$ cat src/rtl/modarith_pkg.sv
// Shared types for the modular-arithmetic engine: opcodes,
// FSM states, error codes and Montgomery sequencing phases.
package modarith_pkg;

    typedef enum logic [2:0] {
        OP_ADD    = 3'b000,
        OP_SUB    = 3'b001,
        OP_MOD    = 3'b010,
        OP_RSETUP = 3'b011,
        OP_MULT   = 3'b100,
        OP_EXP    = 3'b101
    } op_e;

    typedef enum logic [2:0] {
        IDLE,
        CHECK,
        ADDSUB,
        MODRED,
        RSET,
        MM_RUN,
        EXP_SEL,
        DONE
    } state_e;

    typedef enum logic [1:0] {
        ERR_OK    = 2'b00,
        ERR_MOD   = 2'b01,
        ERR_RANGE = 2'b10,
        ERR_OP    = 2'b11
    } err_e;

    // Which Montgomery product the sequencer issues next.
    typedef enum logic [2:0] {
        PH_AM,
        PH_SQR,
        PH_MUL,
        PH_ONE,
        PH_AB,
        PH_R2
    } ph_e;

endpackage

$ cat src/rtl/modarith_if.sv
// Request/response bundle of the engine.
// master: drives start/op/a/b/modulant; slave: returns busy/done/result/err/cache.
interface modarith_if #(
    parameter int DATA_WIDTH = 8
);
    logic                  start;
    logic [2:0]            op;
    logic [DATA_WIDTH-1:0] a;
    logic [DATA_WIDTH-1:0] b;
    logic [DATA_WIDTH-1:0] modulant;
    logic                  busy;
    logic                  done;
    logic [DATA_WIDTH-1:0] result;
    logic [1:0]            err;
    logic                  r_valid;
    logic [DATA_WIDTH-1:0] r_mod;
    logic [DATA_WIDTH-1:0] r_sqr;

    modport master (
        output start, op, a, b, modulant,
        input  busy, done, result, err,
        input  r_valid, r_mod, r_sqr
    );

    modport slave (
        input  start, op, a, b, modulant,
        output busy, done, result, err,
        output r_valid, r_mod, r_sqr
    );
endinterface

$ cat src/rtl/mont_mul_serial.sv
// Radix-2 serial Montgomery multiplier: p = x*y*2^-W mod m.
// Ports: clk, reset, start (taken when idle), x, y, m -> busy, done pulse, p.
module mont_mul_serial #(
    parameter int DATA_WIDTH = 8
) (
    input  logic                  clk,
    input  logic                  reset,
    input  logic                  start,
    input  logic [DATA_WIDTH-1:0] x,
    input  logic [DATA_WIDTH-1:0] y,
    input  logic [DATA_WIDTH-1:0] m,
    output logic                  busy,
    output logic                  done,
    output logic [DATA_WIDTH-1:0] p
);
    localparam int W  = DATA_WIDTH;
    localparam int AW = W + 2;
    localparam int CW = $clog2(W + 1);

    logic [W-1:0]  xs, ys, ms;
    logic [AW-1:0] acc, s1, s2;
    logic [CW-1:0] cnt;

    // acc stays below 2m, so acc + y + m fits in W+2 bits.
    always_comb begin
        s1 = acc + (xs[0] ? {2'b00, ys} : '0);
        s2 = s1 + (s1[0] ? {2'b00, ms} : '0);
    end

    always_ff @(posedge clk or posedge reset) begin
        if (reset) begin
            xs   <= '0;
            ys   <= '0;
            ms   <= '0;
            acc  <= '0;
            cnt  <= '0;
            busy <= 1'b0;
            done <= 1'b0;
            p    <= '0;
        end else begin
            done <= 1'b0;
            if (!busy) begin
                if (start) begin
                    xs   <= x;
                    ys   <= y;
                    ms   <= m;
                    acc  <= '0;
                    cnt  <= '0;
                    busy <= 1'b1;
                end
            end else if (cnt == CW'(W)) begin
                p    <= (acc >= {2'b00, ms}) ? W'(acc - {2'b00, ms})
                                             : acc[W-1:0];
                busy <= 1'b0;
                done <= 1'b1;
            end else begin
                acc <= s2 >> 1;
                xs  <= xs >> 1;
                cnt <= cnt + 1'b1;
            end
        end
    end
endmodule

$ cat src/rtl/modarith_engine.sv
// Sequential modular-arithmetic engine with cached Montgomery constants.
// Ports: clk, reset, bus (modarith_if.slave). Option: MODARITH_AUTO_RSETUP_EN.
module modarith_engine #(
    parameter int DATA_WIDTH = 8,
    parameter int CNT_WIDTH  = $clog2(2*DATA_WIDTH+1)
) (
    input logic       clk,
    input logic       reset,
    modarith_if.slave bus
);
    import modarith_pkg::*;

    localparam int W = DATA_WIDTH;
    localparam logic [CNT_WIDTH-1:0] LAST_W  = CNT_WIDTH'(W - 1);
    localparam logic [CNT_WIDTH-1:0] LAST_2W = CNT_WIDTH'(2*W - 1);

    state_e st, nxt;
    ph_e    ph;
    err_e   err_q, ck_err;

    logic [2:0]           op_q;
    logic [W-1:0]         a_q, b_q, m_q;
    logic [W-1:0]         rem, tmp_r, acc, am, bsh;
    logic [W-1:0]         cache_m, r_mod_q, r_sqr_q, result_q;
    logic [2*W-1:0]       sh;
    logic [CNT_WIDTH-1:0] cnt;
    logic                 r_valid_q;

    logic         mm_go, mm_busy, mm_done;
    logic [W-1:0] mm_x, mm_y, mm_p;

    logic [W:0]   m_ext, sum_ext, dif_ext, rem_sh;
    logic [W-1:0] add_res, sub_res, rem_nxt;
    logic         needs_r, stale;

    mont_mul_serial #(.DATA_WIDTH(W)) u_mm (
        .clk   (clk),
        .reset (reset),
        .start (mm_go),
        .x     (mm_x),
        .y     (mm_y),
        .m     (m_q),
        .busy  (mm_busy),
        .done  (mm_done),
        .p     (mm_p)
    );

    // One reducer serves both mod (shift in dividend bits) and
    // rsetup (shift in zero, i.e. x = 2x mod m).
    always_comb begin
        m_ext   = {1'b0, m_q};
        sum_ext = {1'b0, a_q} + {1'b0, b_q};
        dif_ext = {1'b0, a_q} - {1'b0, b_q};
        add_res = (sum_ext >= m_ext) ? W'(sum_ext - m_ext)
                                     : sum_ext[W-1:0];
        sub_res = dif_ext[W] ? W'(dif_ext + m_ext)
                             : dif_ext[W-1:0];
        rem_sh  = {rem, (op_q == OP_MOD) ? sh[2*W-1] : 1'b0};
        rem_nxt = (rem_sh >= m_ext) ? W'(rem_sh - m_ext)
                                    : rem_sh[W-1:0];
    end

    always_comb begin
        needs_r = (op_q == OP_MULT) || (op_q == OP_EXP);
        stale   = !r_valid_q || (cache_m != m_q);
        ck_err  = ERR_OK;
        if (m_q < W'(2) ||
            ((needs_r || op_q == OP_RSETUP) && !m_q[0]))
            ck_err = ERR_MOD;
        else if (op_q > OP_EXP)
            ck_err = ERR_OP;
        else if (((op_q == OP_ADD || op_q == OP_SUB ||
                   op_q == OP_MULT) &&
                  (a_q >= m_q || b_q >= m_q)) ||
                 (op_q == OP_EXP && a_q >= m_q))
            ck_err = ERR_RANGE;
        else if (needs_r && stale) begin
`ifdef MODARITH_AUTO_RSETUP_EN
            ck_err = ERR_OK;
`else
            ck_err = ERR_OP;
`endif
        end
    end

    always_comb begin
        nxt   = st;
        mm_go = 1'b0;
        mm_x  = acc;
        mm_y  = acc;
        unique case (st)
            IDLE:    if (bus.start) nxt = CHECK;
            CHECK: begin
                if (ck_err != ERR_OK)
                    nxt = DONE;
                else if (op_q == OP_ADD || op_q == OP_SUB)
                    nxt = ADDSUB;
                else if (op_q == OP_MOD)
                    nxt = MODRED;
                else if (op_q == OP_RSETUP || stale)
                    nxt = RSET;
                else
                    nxt = EXP_SEL;
            end
            ADDSUB:  nxt = DONE;
            MODRED:  if (cnt == LAST_2W) nxt = DONE;
            // An implicit rsetup re-enters CHECK with the fresh cache.
            RSET:    if (cnt == LAST_2W)
                         nxt = (op_q == OP_RSETUP) ? DONE : CHECK;
            EXP_SEL: if (!mm_busy) begin
                mm_go = 1'b1;
                nxt   = MM_RUN;
                unique case (ph)
                    PH_AM:  begin mm_x = a_q; mm_y = r_sqr_q; end
                    PH_MUL: mm_y = am;
                    PH_ONE: mm_y = W'(1);
                    PH_AB:  begin mm_x = a_q; mm_y = b_q; end
                    PH_R2:  mm_y = r_sqr_q;
                    default: ;
                endcase
            end
            MM_RUN:  if (mm_done)
                         nxt = (ph == PH_ONE || ph == PH_R2) ? DONE
                                                             : EXP_SEL;
            DONE:    nxt = IDLE;
            default: nxt = IDLE;
        endcase
    end

    always_ff @(posedge clk or posedge reset) begin
        if (reset) st <= IDLE;
        else       st <= nxt;
    end

    always_ff @(posedge clk or posedge reset) begin
        if (reset) begin
            op_q      <= '0;
            a_q       <= '0;
            b_q       <= '0;
            m_q       <= '0;
            rem       <= '0;
            tmp_r     <= '0;
            acc       <= '0;
            am        <= '0;
            bsh       <= '0;
            sh        <= '0;
            cnt       <= '0;
            ph        <= PH_AM;
            err_q     <= ERR_OK;
            result_q  <= '0;
            cache_m   <= '0;
            r_mod_q   <= '0;
            r_sqr_q   <= '0;
            r_valid_q <= 1'b0;
        end else begin
            unique case (st)
                IDLE: if (bus.start) begin
                    op_q <= bus.op;
                    a_q  <= bus.a;
                    b_q  <= bus.b;
                    m_q  <= bus.modulant;
                end
                CHECK: if (ck_err != ERR_OK) begin
                    result_q <= '0;
                    err_q    <= ck_err;
                end else begin
                    err_q <= ERR_OK;
                    cnt   <= '0;
                    sh    <= {a_q, b_q};
                    bsh   <= b_q;
                    rem   <= (op_q == OP_MOD) ? '0 : W'(1);
                    ph    <= (op_q == OP_MULT) ? PH_AB : PH_AM;
                end
                ADDSUB:
                    result_q <= (op_q == OP_ADD) ? add_res : sub_res;
                MODRED, RSET: begin
                    rem <= rem_nxt;
                    sh  <= sh << 1;
                    cnt <= cnt + 1'b1;
                    if (st == RSET && cnt == LAST_W)
                        tmp_r <= rem_nxt;
                    if (cnt == LAST_2W) begin
                        if (st == MODRED) begin
                            result_q <= rem_nxt;
                        end else begin
                            cache_m   <= m_q;
                            r_valid_q <= 1'b1;
                            r_mod_q   <= tmp_r;
                            r_sqr_q   <= rem_nxt;
                            if (op_q == OP_RSETUP)
                                result_q <= tmp_r;
                        end
                    end
                end
                // cnt counts exponent bits still to square; bsh[W-1]
                // is the current bit.
                MM_RUN: if (mm_done) begin
                    unique case (ph)
                        PH_AM: begin
                            am  <= mm_p;
                            acc <= r_mod_q;
                            cnt <= LAST_W;
                            ph  <= PH_SQR;
                        end
                        PH_SQR: begin
                            acc <= mm_p;
                            if (bsh[W-1]) begin
                                ph <= PH_MUL;
                            end else if (cnt == '0) begin
                                ph <= PH_ONE;
                            end else begin
                                cnt <= cnt - 1'b1;
                                bsh <= bsh << 1;
                            end
                        end
                        PH_MUL: begin
                            acc <= mm_p;
                            if (cnt == '0) begin
                                ph <= PH_ONE;
                            end else begin
                                cnt <= cnt - 1'b1;
                                bsh <= bsh << 1;
                                ph  <= PH_SQR;
                            end
                        end
                        PH_AB: begin
                            acc <= mm_p;
                            ph  <= PH_R2;
                        end
                        default: result_q <= mm_p;
                    endcase
                end
                default: ;
            endcase
        end
    end

    assign bus.busy    = (st != IDLE) && (st != DONE);
    assign bus.done    = (st == DONE);
    assign bus.result  = result_q;
    assign bus.err     = err_q;
    assign bus.r_valid = r_valid_q;
    assign bus.r_mod   = r_mod_q;
    assign bus.r_sqr   = r_sqr_q;
endmodule

$ cat src/flat_wrapper.sv
// flat-port wrapper written by rule: the top's interface ports become plain ports
module modarith_engine_flat import modarith_pkg::*;
#(
    parameter int DATA_WIDTH = 8,
    parameter int CNT_WIDTH  = $clog2(2*DATA_WIDTH+1)
)
  (clk, reset, bus_start, bus_op, bus_a, bus_b, bus_modulant, bus_busy, bus_done, bus_result, bus_err, bus_r_valid, bus_r_mod, bus_r_sqr);
  modarith_if #(.DATA_WIDTH(DATA_WIDTH)) bus_i ();
  input logic clk;
  input logic reset;
  input wire logic [$bits(bus_i.start)-1:0] bus_start;
  input wire logic [$bits(bus_i.op)-1:0] bus_op;
  input wire logic [$bits(bus_i.a)-1:0] bus_a;
  input wire logic [$bits(bus_i.b)-1:0] bus_b;
  input wire logic [$bits(bus_i.modulant)-1:0] bus_modulant;
  output wire logic [$bits(bus_i.busy)-1:0] bus_busy;
  output wire logic [$bits(bus_i.done)-1:0] bus_done;
  output wire logic [$bits(bus_i.result)-1:0] bus_result;
  output wire logic [$bits(bus_i.err)-1:0] bus_err;
  output wire logic [$bits(bus_i.r_valid)-1:0] bus_r_valid;
  output wire logic [$bits(bus_i.r_mod)-1:0] bus_r_mod;
  output wire logic [$bits(bus_i.r_sqr)-1:0] bus_r_sqr;
  assign bus_i.start = bus_start;
  assign bus_i.op = bus_op;
  assign bus_i.a = bus_a;
  assign bus_i.b = bus_b;
  assign bus_i.modulant = bus_modulant;
  assign bus_busy = bus_i.busy;
  assign bus_done = bus_i.done;
  assign bus_result = bus_i.result;
  assign bus_err = bus_i.err;
  assign bus_r_valid = bus_i.r_valid;
  assign bus_r_mod = bus_i.r_mod;
  assign bus_r_sqr = bus_i.r_sqr;
  modarith_engine #(.DATA_WIDTH(DATA_WIDTH), .CNT_WIDTH(CNT_WIDTH)) u_core (.clk(clk), .reset(reset), .bus(bus_i));
endmodule
$ cat config.mk
export PLATFORM = sky130hd
export DESIGN_NAME = modarith_engine_flat
export DESIGN_NICKNAME = d
export VERILOG_FILES = /design/src/rtl/modarith_pkg.sv /design/src/rtl/modarith_if.sv /design/src/rtl/mont_mul_serial.sv /design/src/rtl/modarith_engine.sv /design/src/flat_wrapper.sv
export SDC_FILE = /design/constraint.sdc
export NUM_CORES = 1
export LEC_CHECK = 0
export ABC_AREA = 1
export CORE_MARGIN = 5
export CORE_UTILIZATION = 60
export CTS_BUF_LIST = sky130_fd_sc_hd__clkbuf_8
export CTS_CLUSTER_SIZE = 30
export DETAILED_ROUTE_END_ITERATION = 10
export GPL_TIMING_DRIVEN = 0
export PLACE_DENSITY = 0.79
export SYNTH_ARGS = -nofsm -noshare
export SYNTH_HDL_FRONTEND = slang
export SYNTH_HIERARCHICAL = 1
export SYNTH_SLANG_ARGS = --single-unit
$ cat constraint.sdc
create_clock -name clk -period 4.4 [get_ports clk]
set_input_delay 0.66 -clock clk [delete_from_list [all_inputs] [get_ports clk]]
set_output_delay 0.66 -clock clk [all_outputs]
set_load 0.01 [all_outputs]
==> metrics.md <==
| Metric | Value |
|---|---|
| Outcome | `completed` |
| PostCTS Resize Cnt | `0` |
| Top Registers | `u_core/sh: 16 flops, u_core/u_mm/acc: 9 flops` |
| Die ar. | `23600 um^2` |
| Achievable frequency | `271 MHz` |
| Post-synthesis cell count | `about 1800` |
| Area Growth Syn to Fin | `11.5%` |
| Worst-margin pin slew | `837 ps` |
| Width of the die | `approximately 150 um` |
| Final Skew | `15.3 ps` |
| Effective utilization at floorplan | `0.610` |
| Register with the most flip-flops | `u_core/sh` |
| Maximum vdd drop | `between 0.4 and 0.5 mV` |
| Setup CP Type | `reg -> reg` |
| Non-Filler Instances | `~2100` |
| Final Max Tran Viols | `0` |
| CTS Buf Count | `17` |
| Initial antenna violation count | `0` |
| Synth Area in Simple Gates | `0.280` |
| CP arrival | `4060 ps` |
| CP startpoint kind | `flop` |
| CP max-delay cell | `dfrtp_1` |
| PD cells | `893 nW/um^2` |
| Worst endpoint required time | `roughly 4800 ps` |
| Setup TNS | `0 ps` |
| RSZ-0062 raised after global routing | `no` |
| Critical Path, Cell by Cell | `inv_1, ha_1, buf_2, inv_1, nand2_1, nand2_1, nand2_1, nand3_1, xor2_1, ha_1, nand2_1, inv_1, nand3_1, nand3_1, nor2_2, nand2_2, inv_1, nor2_1, o21ai_0, nand2_1, nand2_1, nand2_1` |
| Async SR Flop Fraction | `1.00` |
| Ports | `59` |
| Total Power | `0.0123 W` |
| Avg WL per Cell | `between 15 and 20 um` |
| Sequential area share after synthesis | `0.356` |
| Final worst setup slack | `711 ps` |
| Cell variety after synth | `52` |
| Post-synth EDFFs | `0` |
| Yosys reg bits | `176` |
| Vias | `between 10000 and 15000` |
| Share of cells above drive strength 1 | `0.0608` |
| Final Critical Period | `about 3700 ps` |
| Residual DRC count | `0` |
| Worst path max stage delay | `440 ps` |
| Cell mode on critical path | `nand2_1` |
| Synth area leaders | `dfrtp_1, nand2_1, ha_1` |
| Number of inserted diodes | `0` |
| Prevailing post-synth register cell | `dfrtp_1` |
| Detailed Routing Iterations Pass 1 | `5` |
| Place WS | `about 800 ps` |
| Maximum number of pins on one net before global-route repair | `~100` |
| Grt total ovfl | `0` |
| First-pass GRT wire length | `a little under 60000 um` |
| Worst-Skew Late Latency | `470 ps` |
| Nets | `about 2000` |
| HPWL after DPL | `~29000 um` |
| Clk sink count | `roughly 180` |
| YS warnings | `6` |
| Avg Inst Size Synth | `7.07 um^2` |
| Number of global-route vias before repair | `11200` |
| CTS root buf | `clkbuf_8` |
| Cell Area, Synth | `12400 um^2` |
| Crit-path max FO | `10` |
| Largest register FFs | `16` |
| Most area-hungry cell type in the Yosys netlist | `dfrtp_1` |
| Largest family of logic cells by synthesized area | `simple AND/OR/NAND/NOR gates` |
| Total GRT Usage | `0.313` |
| Max clock buf depth | `2` |
| Hold Buf Count CTS | `0` |
| TritonCTS clock tree | `yes` |
| Mux cell area share after synthesis | `0.00182` |
| XOR/XNOR share of the synthesized area | `0.0255` |
| Number of fill cells | `1837` |
| CORE AREA | `around 20000 um^2` |
| Detailed Route WL | `~37000 um` |
| Placed cells | `between 2000 and 2500` |
| # port buffers | `58` |
| Die Height | `roughly 150 um` |
| Antenna-violating nets left | `0` |
| Final setup viols | `0` |
| Postcts setup bufs | `0` |
| Max Cap Viol | `0` |
| Yosys top cell area share | `0.356` |
| Routability cong. | `slightly below 1` |
| Via density per instance | `around 5.6` |
| Syn Nets | `roughly 1900` |
| Post-synthesis adder-cell area fraction | `0.0989` |
| First-iteration detailed-routing DRC count | `1013` |
| H-tree depth | `4` |
| Relative slew slack | `0.439` |
| Kind of end point of the critical path | `flop` |
| Hold WC Path Type | `reg -> reg` |
| Compound-cell area share of the yosys netlist | `0.139` |
| Rows | `52` |
| Clock Pin Slew Worst Setup and Hold Paths | `roughly 100 ps` |
| P_leak | `between 7 and 8 nW` |
| Period Utilization, post-route | `0.838` |
| Final Hold Viols | `0` |
-- layout by cell type, fill, tap and decap left out, types with 20 or more instances in the layout --
master and n:
nand2_1 563, ha_1 85, a21oi_1 82, o21ai_0 111, inv_1 248, nand4_1 24
nor2_1 129, o211ai_1 20, clkdlybuf4s50_1 58, dfrtp_1 176, nand3_1 88
-- final timing paths --
| path | startpoint | slack, ps | end | cells after the start |
|---|---|---|---|---|
| min in group asynchronous | reset | 540 | u_core/u_mm/acc[8] | 2 |
| min | u_core/u_mm/ys[3] | 490 | u_core/u_mm/ys[3] | 2 |
| max | u_core/b_q[2] | 710 | u_core/bus.result[1] | 22 |
| max in group asynchronous | reset | 3010 | u_core/m_q[2] | 3 |
| max reg2reg | u_core/b_q[2] | 710 | u_core/bus.result[1] | 22 |
| min reg2reg | u_core/u_mm/ys[3] | 490 | u_core/u_mm/ys[3] | 2 |
-- area by class of cell --
type / instances / area [um^2] / share of cell area
plain buffers: 45 / 225 / 0.0163
clock buffers: 17 / 234 / 0.0170
inverters: 265 / 1000 / 0.0725
well taps: 270 / 338 / 0.0245
flip-flops and latches: 176 / 4400 / 0.319
clock inverters: 15 / 220 / 0.0160
repair buffers: 60 / 628 / 0.0455
multi-input cells: 1264 / 6750 / 0.489
-- synthesized netlist by cell type, drive strengths merged, types with 3 or more instances --
cell type and count:
clkbuf 19, o31ai 3, nand4 24, ha 85, xnor2 17, o22ai 15, o21bai 3, a21o 3
nand3b 3, fa 8, a21oi 85, nor3 10, o21a 3, o211ai 20, dfrtp 176, nand3 90
a31oi 5, inv 263, o21ai 132, xor2 19, buf 26, nand2 571, o221ai 6, nor2 135
a22oi 12
-- critical path, delay by kind of cell (launching register included) --
family / cells / cell delay, ps
xor gates and xnor gates: 1 / 300
DFF: 1 / 440
adders and majority gates: 2 / 640
buffers and inverters: 5 / 760
and+or+nand+nor: 13 / 1140
AOI/OAI and AO/OA: 1 / 300
-- cells by family after synthesis --
logic type	Yosys count
AOI/OAI and AO/OA	295
muxes	2
and+or+nand+nor	838
xor gates and xnor gates	36
adders and majority gates	93
DFF	176
buffers and inverters	310
-- where the power goes --
group | leakage [nW] | switching (W) | total (W) | internal, W
Clock | 0.223 | 0.000653 | 0.00129 | 0.000637
Sequential | 2.25 | 0.000567 | 0.00272 | 0.00216
Combinational | 4.89 | 0.00541 | 0.00831 | 0.00289
-- stage by stage --
step / instance area [um^2] / util / hold WS [ps]
floorplan: 12400 / - / 443
global placement: 13300 / 0.655 / 465
detailed placement: 13300 / 0.657 / 465
CTS: 13800 / 0.680 / 490
global route: 13800 / 0.680 / 503
finish: 13800 / 0.680 / 491
-- layer usage --
layer / part of all wire / up-vias / wire length [um] / global-route usage
li1: - / 5775 / - / -
met1: 0.43 / 5458 / 16000 / 0.440
met2: 0.45 / 544 / 16500 / 0.494
met3: 0.076 / 106 / 2820 / 0.0399
met4: 0.043 / 0 / 1580 / 0.131
met5: 0 / - / 0 / 0
Power figures use the tool's default switching activity.
